==> src/rtl/uart_rx_timing_if.sv <==
// Signal bundle between a UART receive-timing core and its user: line/config
// inputs toward the core, timing strobes and status back from it.
interface uart_rx_timing_if #(
    parameter int DIV_W = 16
);
    logic             Enable;
    logic [DIV_W-1:0] Div_Val;
    logic             RX_Pin;
    logic             Sample_Tick;
    logic             Bit_Strobe;
    logic             Bit_Val;
    logic             Frame_Start;
    logic             Frame_End;
    logic             Frame_Err;
    logic             Start_Reject;
    logic             Busy;

    modport master (
        output Enable, Div_Val, RX_Pin,
        input  Sample_Tick, Bit_Strobe, Bit_Val, Frame_Start, Frame_End,
               Frame_Err, Start_Reject, Busy
    );

    modport slave (
        input  Enable, Div_Val, RX_Pin,
        output Sample_Tick, Bit_Strobe, Bit_Val, Frame_Start, Frame_End,
               Frame_Err, Start_Reject, Busy
    );
endinterface

==> src/rtl/uart_rx_timing.sv <==
// UART receive timing: oversampled start/data/stop tracking with 2-of-3 majority
// voting per bit; emits bit strobes and frame status pulses.
module uart_rx_timing #(
    parameter int DIV_W     = 16,
    parameter int OVS       = 16,
    parameter int DATA_BITS = 8
) (
    input  logic            CLK,
    input  logic            RSTn,
    uart_rx_timing_if.slave rx_if
);
    localparam int OS_W = $clog2(OVS);
    localparam int BC_W = $clog2(DATA_BITS + 1);

    localparam logic [OS_W-1:0]  OS_S0   = OS_W'(OVS / 2 - 1);
    localparam logic [OS_W-1:0]  OS_S1   = OS_W'(OVS / 2);
    localparam logic [OS_W-1:0]  OS_MAJ  = OS_W'(OVS / 2 + 1);
    localparam logic [OS_W-1:0]  OS_LAST = OS_W'(OVS - 1);
    localparam logic [BC_W-1:0]  BC_LAST = BC_W'(DATA_BITS);
    localparam logic [DIV_W-1:0] DIV_MIN = DIV_W'(2);

    typedef enum logic [1:0] {IDLE, START, DATA, STOP} state_t;

    state_t state_reg, state_next;

    logic             rx_meta_reg, rx_s_reg, rx_prev_reg;
    logic [DIV_W-1:0] div_reg, presc_reg;
    logic [OS_W-1:0]  os_reg;
    logic [BC_W-1:0]  bit_cnt_reg;
    logic             samp0_reg, samp1_reg;
    logic             bit_val_reg, bit_strobe_reg, frame_start_reg;
    logic             frame_end_reg, frame_err_reg, start_reject_reg;

    logic tick, maj_tick, last_tick, majority, start_edge;
    logic bit_strobe_next, frame_end_next, start_reject_next;

    assign tick      = (state_reg != IDLE) && rx_if.Enable && (presc_reg == div_reg - DIV_W'(1));
    assign maj_tick  = tick && (os_reg == OS_MAJ);
    assign last_tick = tick && (os_reg == OS_LAST);
    assign majority  = (samp0_reg & samp1_reg) | (samp0_reg & rx_s_reg) | (samp1_reg & rx_s_reg);

    // STOP hands over to IDLE on its majority tick, so an edge landing in that
    // very cycle is accepted to keep back-to-back frames intact.
    assign start_edge = rx_if.Enable && rx_prev_reg && !rx_s_reg &&
                        ((state_reg == IDLE) || ((state_reg == STOP) && maj_tick));

    always_ff @(posedge CLK or negedge RSTn) begin
        if (!RSTn) begin
            state_reg <= IDLE;
        end else begin
            state_reg <= state_next;
        end
    end

    always_comb begin
        state_next        = state_reg;
        bit_strobe_next   = 1'b0;
        frame_end_next    = 1'b0;
        start_reject_next = 1'b0;
        if (!rx_if.Enable) begin
            state_next = IDLE;
        end else begin
            case (state_reg)
                IDLE: begin
                    if (start_edge) state_next = START;
                end
                START: begin
                    if (maj_tick && majority) begin
                        start_reject_next = 1'b1;
                        state_next        = IDLE;
                    end else if (last_tick) begin
                        state_next = DATA;
                    end
                end
                DATA: begin
                    if (maj_tick) bit_strobe_next = 1'b1;
                    if (last_tick && (bit_cnt_reg == BC_LAST)) state_next = STOP;
                end
                STOP: begin
                    if (maj_tick) begin
                        frame_end_next = 1'b1;
                        state_next     = start_edge ? START : IDLE;
                    end
                end
                default: state_next = IDLE;
            endcase
        end
    end

    always_ff @(posedge CLK or negedge RSTn) begin
        if (!RSTn) begin
            rx_meta_reg      <= 1'b1;
            rx_s_reg         <= 1'b1;
            // Cleared so a line held low through reset is not taken as an edge.
            rx_prev_reg      <= 1'b0;
            div_reg          <= DIV_MIN;
            presc_reg        <= '0;
            os_reg           <= '0;
            bit_cnt_reg      <= '0;
            samp0_reg        <= 1'b0;
            samp1_reg        <= 1'b0;
            bit_val_reg      <= 1'b0;
            bit_strobe_reg   <= 1'b0;
            frame_start_reg  <= 1'b0;
            frame_end_reg    <= 1'b0;
            frame_err_reg    <= 1'b0;
            start_reject_reg <= 1'b0;
        end else begin
            rx_meta_reg      <= rx_if.RX_Pin;
            rx_s_reg         <= rx_meta_reg;
            rx_prev_reg      <= rx_s_reg;
            bit_strobe_reg   <= bit_strobe_next;
            frame_end_reg    <= frame_end_next;
            start_reject_reg <= start_reject_next;
            frame_start_reg  <= start_edge;

            if (bit_strobe_next) bit_val_reg <= majority;

            if (frame_end_next)  frame_err_reg <= ~majority;
            else if (start_edge) frame_err_reg <= 1'b0;

            if (start_edge) begin
                div_reg <= (rx_if.Div_Val < DIV_MIN) ? DIV_MIN : rx_if.Div_Val;
            end

            if (start_edge || !rx_if.Enable) begin
                presc_reg   <= '0;
                os_reg      <= '0;
                bit_cnt_reg <= '0;
            end else if (state_reg != IDLE) begin
                if (tick) begin
                    presc_reg <= '0;
                    os_reg    <= (os_reg == OS_LAST) ? '0 : os_reg + OS_W'(1);
                end else begin
                    presc_reg <= presc_reg + DIV_W'(1);
                end
                if (tick && (os_reg == OS_S0)) samp0_reg <= rx_s_reg;
                if (tick && (os_reg == OS_S1)) samp1_reg <= rx_s_reg;
                if ((state_reg == START) && (state_next == DATA)) begin
                    bit_cnt_reg <= '0;
                end else if (bit_strobe_next) begin
                    bit_cnt_reg <= bit_cnt_reg + BC_W'(1);
                end
            end
        end
    end

    assign rx_if.Sample_Tick  = tick;
    assign rx_if.Bit_Strobe   = bit_strobe_reg;
    assign rx_if.Bit_Val      = bit_val_reg;
    assign rx_if.Frame_Start  = frame_start_reg;
    assign rx_if.Frame_End    = frame_end_reg;
    assign rx_if.Frame_Err    = frame_err_reg;
    assign rx_if.Start_Reject = start_reject_reg;
    assign rx_if.Busy         = (state_reg != IDLE);
endmodule

==> src/flat_wrapper.sv <==
// flat-port wrapper written by rule: the top's interface ports become plain ports
module uart_rx_timing_flat 
#(
    parameter int DIV_W     = 16,
    parameter int OVS       = 16,
    parameter int DATA_BITS = 8
)
  (CLK, RSTn, rx_if_Enable, rx_if_Div_Val, rx_if_RX_Pin, rx_if_Sample_Tick, rx_if_Bit_Strobe, rx_if_Bit_Val, rx_if_Frame_Start, rx_if_Frame_End, rx_if_Frame_Err, rx_if_Start_Reject, rx_if_Busy);
  uart_rx_timing_if #(.DIV_W(DIV_W)) rx_if_i ();
  input  logic CLK;
  input  logic RSTn;
  input wire logic [$bits(rx_if_i.Enable)-1:0] rx_if_Enable;
  input wire logic [$bits(rx_if_i.Div_Val)-1:0] rx_if_Div_Val;
  input wire logic [$bits(rx_if_i.RX_Pin)-1:0] rx_if_RX_Pin;
  output wire logic [$bits(rx_if_i.Sample_Tick)-1:0] rx_if_Sample_Tick;
  output wire logic [$bits(rx_if_i.Bit_Strobe)-1:0] rx_if_Bit_Strobe;
  output wire logic [$bits(rx_if_i.Bit_Val)-1:0] rx_if_Bit_Val;
  output wire logic [$bits(rx_if_i.Frame_Start)-1:0] rx_if_Frame_Start;
  output wire logic [$bits(rx_if_i.Frame_End)-1:0] rx_if_Frame_End;
  output wire logic [$bits(rx_if_i.Frame_Err)-1:0] rx_if_Frame_Err;
  output wire logic [$bits(rx_if_i.Start_Reject)-1:0] rx_if_Start_Reject;
  output wire logic [$bits(rx_if_i.Busy)-1:0] rx_if_Busy;
  assign rx_if_i.Enable = rx_if_Enable;
  assign rx_if_i.Div_Val = rx_if_Div_Val;
  assign rx_if_i.RX_Pin = rx_if_RX_Pin;
  assign rx_if_Sample_Tick = rx_if_i.Sample_Tick;
  assign rx_if_Bit_Strobe = rx_if_i.Bit_Strobe;
  assign rx_if_Bit_Val = rx_if_i.Bit_Val;
  assign rx_if_Frame_Start = rx_if_i.Frame_Start;
  assign rx_if_Frame_End = rx_if_i.Frame_End;
  assign rx_if_Frame_Err = rx_if_i.Frame_Err;
  assign rx_if_Start_Reject = rx_if_i.Start_Reject;
  assign rx_if_Busy = rx_if_i.Busy;
  uart_rx_timing #(.DIV_W(DIV_W), .OVS(OVS), .DATA_BITS(DATA_BITS)) u_core (.CLK(CLK), .RSTn(RSTn), .rx_if(rx_if_i));
endmodule
==> config.mk <==
export PLATFORM = sky130hd
export DESIGN_NAME = uart_rx_timing_flat
export DESIGN_NICKNAME = d
export VERILOG_FILES = /design/src/rtl/uart_rx_timing_if.sv /design/src/rtl/uart_rx_timing.sv /design/src/flat_wrapper.sv
export SDC_FILE = /design/constraint.sdc
export NUM_CORES = 1
export LEC_CHECK = 0
export CORE_UTILIZATION = 40
export CTS_CLUSTER_SIZE = 25
export DETAILED_ROUTE_END_ITERATION = 16
export GPL_TIMING_DRIVEN = 0
export HOLD_SLACK_MARGIN = 0.08
export PLACE_DENSITY = 0.66
export SYNTH_ARGS = -nofsm -noshare
export SYNTH_HDL_FRONTEND = slang
export SYNTH_SLANG_ARGS = --single-unit
==> constraint.sdc <==
create_clock -name CLK -period 2.5 [get_ports CLK]
set_input_delay 0.5 -clock CLK [delete_from_list [all_inputs] [get_ports CLK]]
set_output_delay 0.5 -clock CLK [all_outputs]
set_load 0.05 [all_outputs]
==> metrics <==
status complete, but fails checks; failing checks setup timing; CP Class reg2out; Peak VDD IR 0.315 mV; Final Total Pwr 2.94 mW; Hold Vio Cnt, Final 0; Slew @ Worst Pin 0.550 ns; H-tree Lvls 2; maximum clock frequency 332 MHz; largest cells by area after synthesis dfrtp_1 36%, nand3_1 6.2%, a31o_2 4.3%; CTS Sinks 53; I/O pin cnt 28; Arrival @ worst endpoint 2.51 ns; I/O Buffers 27; TritonCTS Buffers 5; crit-path leading delay family compound AO/OA/AOI/OAI gates; share of cells above drive strength 1 0.321; number of flops mapped to enable cells by yosys 0; leakage power 1.89 nW; Net Sw Power 1.09 mW; Synth Area per Inst 8.88 um^2; CTS Root Cell clkbuf_8; vias in the first global route 3107; TritonCTS clock tree done; Pint 1.86 mW; CP required 2.00 ns; Iter 0 DRT Violations 231; Comb power frac 0.419; switch share 0.369; Flop pwr share 0.382; Die X 95.2 um; Clk network pwr share 0.199; # nets final 487; routed vias/inst 6.02; Slowest cell on crit path dfstp_2; Buffers & Inverters on Critical Path 3; Die Footprint 9050 um^2; area fraction of the dominant cell type after synthesis 0.360; Tcrit/Tclk final 1.20; fin crit period 3.01 ns; relative slew slack 0.634; Routed wire per std cell 17.9 um; post-route antenna net violation count 0; routed vias 3410; worst hold path class in2async; clk_skew 0.0140 ns; Synth async-reset ratio 1.00; Critical Path End Type primary output; Total Routed Length 10200 um; RSZ-0062 raised after global routing true; Final Worst Setup Slack -0.512 ns; Die Y 95.2 um; library cells used by synthesis 55; Clk pin slew, worst setup/hold paths 0.10 ns; Mapped Cells 391; # fillers 683; synth warn 0; largest net degree at the start of global routing 37; syn_nets 418; row count 33; overall routing resource usage 0.221; Seq/Total Area, Yosys 0.383; commonest register cell after synthesis dfrtp_1; # hold bufs at CTS 0; worst-path fanout max 2; cell area power density 614 nW/um^2; synth-to-layout area growth 38.0%; starting density of the core 0.418; Overflow after GRT 0; clock latency at the later pin of the worst-skew pair 0.31 ns; pins over their slew limit 0; HPWL Detailed 6700 um; GP Congestion 0.828; Pre-Repair DR Iteration Count 5; # setup viols final 45; dominant cell type by area after synthesis dfrtp_1; Final Util 0.577; first-pass GRT wire length 15300 um; initial antenna violation count 0; clk buf depth 2; # diodes 0; CP cell instances inv_2 > ha_4 > xnor2_2 > a21oi_2 > o2111a_1 > nand4_1 > a2111oi_4 > nand2_4 > clkinvlp_4 > buf_8; slowest stage delay, CP 0.55 ns; DRC viols 0; core area 8300 um^2; cell area after synthesis 3470 um^2; hold_ws 0.114 ns; FF+latch count, synth 53; Setup crit start kind flip-flop; maxcap violations 0
[placed cells by master, fill, tap and decap left out, types with 3 or more instances in the layout]
cell	netlist	final
nor2b_1	3	3
nand3b_1	3	3
inv_2	0	3
xnor2_1	16	14
o21ai_0	9	4
nor2_2	0	11
o211ai_1	3	3
nor3_1	8	5
a31o_2	17	17
nor4_4	1	3
nand4_1	14	14
mux2i_1	4	4
and3b_1	3	3
nand4b_1	5	5
clkdlybuf4s50_1	0	24
ha_1	7	6
inv_1	12	8
clkbuf_1	23	17
buf_12	0	3
dfrtp_2	0	11
o31ai_4	0	6
dfrtp_1	50	39
buf_6	0	12
xor2_1	15	15
nor3b_2	0	3
nand3_1	43	40
a31oi_1	5	4
nor2_1	34	21
and3_1	9	7
nand2_1	26	24
or2_2	3	3
nor4_1	7	5
and2_1	4	4
o21ai_1	1	4
o31ai_1	17	11
buf_4	0	27
clkbuf_8	0	6
dfstp_2	3	3
[stage by stage]
step                      setup WS, ns  setup TNS (ns)  cells  area [um^2]
final                           -0.512           -9.85    566         4790
after global routing            -0.628          -15.40    566         4790
after CTS                       -0.530           -9.65    552         4470
after detailed placement         -1.18          -18.64    524         3910
after global placement           -1.14          -50.49    523         3890
after floorplan                 -0.132          -0.204    391         3490
[power by group through the flow]
stage                     clock network [mW]  registers [mW]  logic, mW
after floorplan                            0            1.08      0.580
after global placement                     0            1.11      0.756
after detailed placement                   0            1.12      0.783
after CTS                              0.603            1.11       1.04
after global routing                   0.644            1.14       1.32
final                                  0.585            1.13       1.23
[area by class of cell]
class                   instances  area [um^2]  area share
repair buffers                 65          634       0.132
plain buffers                  25          159      0.0332
well taps                     105          131      0.0274
flip-flops and latches         53         1340       0.280
clock inverters                 2         35.0     0.00731
clock buffers                   6         72.6      0.0151
multi-input cells             298         2370       0.494
inverters                      12         48.8      0.0102
[synthesized netlist by cell type, drive strengths merged, types with 4 or more instances]
cell     n
a31o    17
a31oi    5
and2     4
and3     9
buf      5
clkbuf  23
dfrtp   50
ha       7
inv     12
mux2i    4
nand2   26
nand3   43
nand4   14
nand4b   5
nor2    34
nor3     8
nor3b    4
nor4     8
o21ai   10
o31ai   17
or2      4
or3      4
xnor2   16
xor2    15
[cells by family after synthesis]
kind of cell | Yosys count | share of synthesized area
buffers and inverters | 40 | 0.0451
AOI/OAI and AO/OA | 74 | 0.168
xor gates and xnor gates | 31 | 0.0782
muxes | 7 | 0.0213
and+or+nand+nor | 178 | 0.276
DFF | 53 | 0.383
adders and majority gates | 8 | 0.0281
[final timing paths]
path | start | cells after the start | endpoint | slack [ns]
worst max-delay path | u_core.div_reg[1]$_DFFE_PN1P_ | 10 | rx_if_Sample_Tick | -0.51
min in group CLK | u_core.rx_meta_reg$_DFF_PN1_ | 0 | u_core.rx_s_reg$_DFF_PN1_ | 0.36
worst min register to register | u_core.rx_meta_reg$_DFF_PN1_ | 0 | u_core.rx_s_reg$_DFF_PN1_ | 0.36
worst max register to register | u_core.div_reg[2]$_DFFE_PN0P_ | 11 | u_core.div_reg[8]$_DFFE_PN0P_ | -0.35
worst min-delay path | RSTn | 1 | u_core.div_reg[3]$_DFFE_PN0P_ | 0.11
max in group asynchronous | RSTn | 2 | u_core.div_reg[1]$_DFFE_PN1P_ | 1.79
[layer usage]
layer	vias to the layer above	track usage	part of all wire
met4	0	0.0669	0.013
met3	12	0.0319	0.048
li1	1587	-	-
met1	1696	0.297	0.44
met2	115	0.365	0.50
met5	-	0	0
[repair_timing]
action,4_1_cts,5_1_grt
gates cloned,1,2
hold endpoints to repair,0,0
resized for setup,75,55
pin swaps,17,29
endpoints found under the setup margin,50,51
buffers inserted,22,15
[worst reg2reg max path, delay by kind of cell (launching register included)]
kind / cells / cell delay, ns
DFF: 1 / 0.45
and+or+nand+nor: 5 / 1.02
xor gates and xnor gates: 1 / 0.23
AOI/OAI and AO/OA: 1 / 0.25
buffers and inverters: 4 / 0.78
Note: power is estimated with default switching activity, not from simulation.
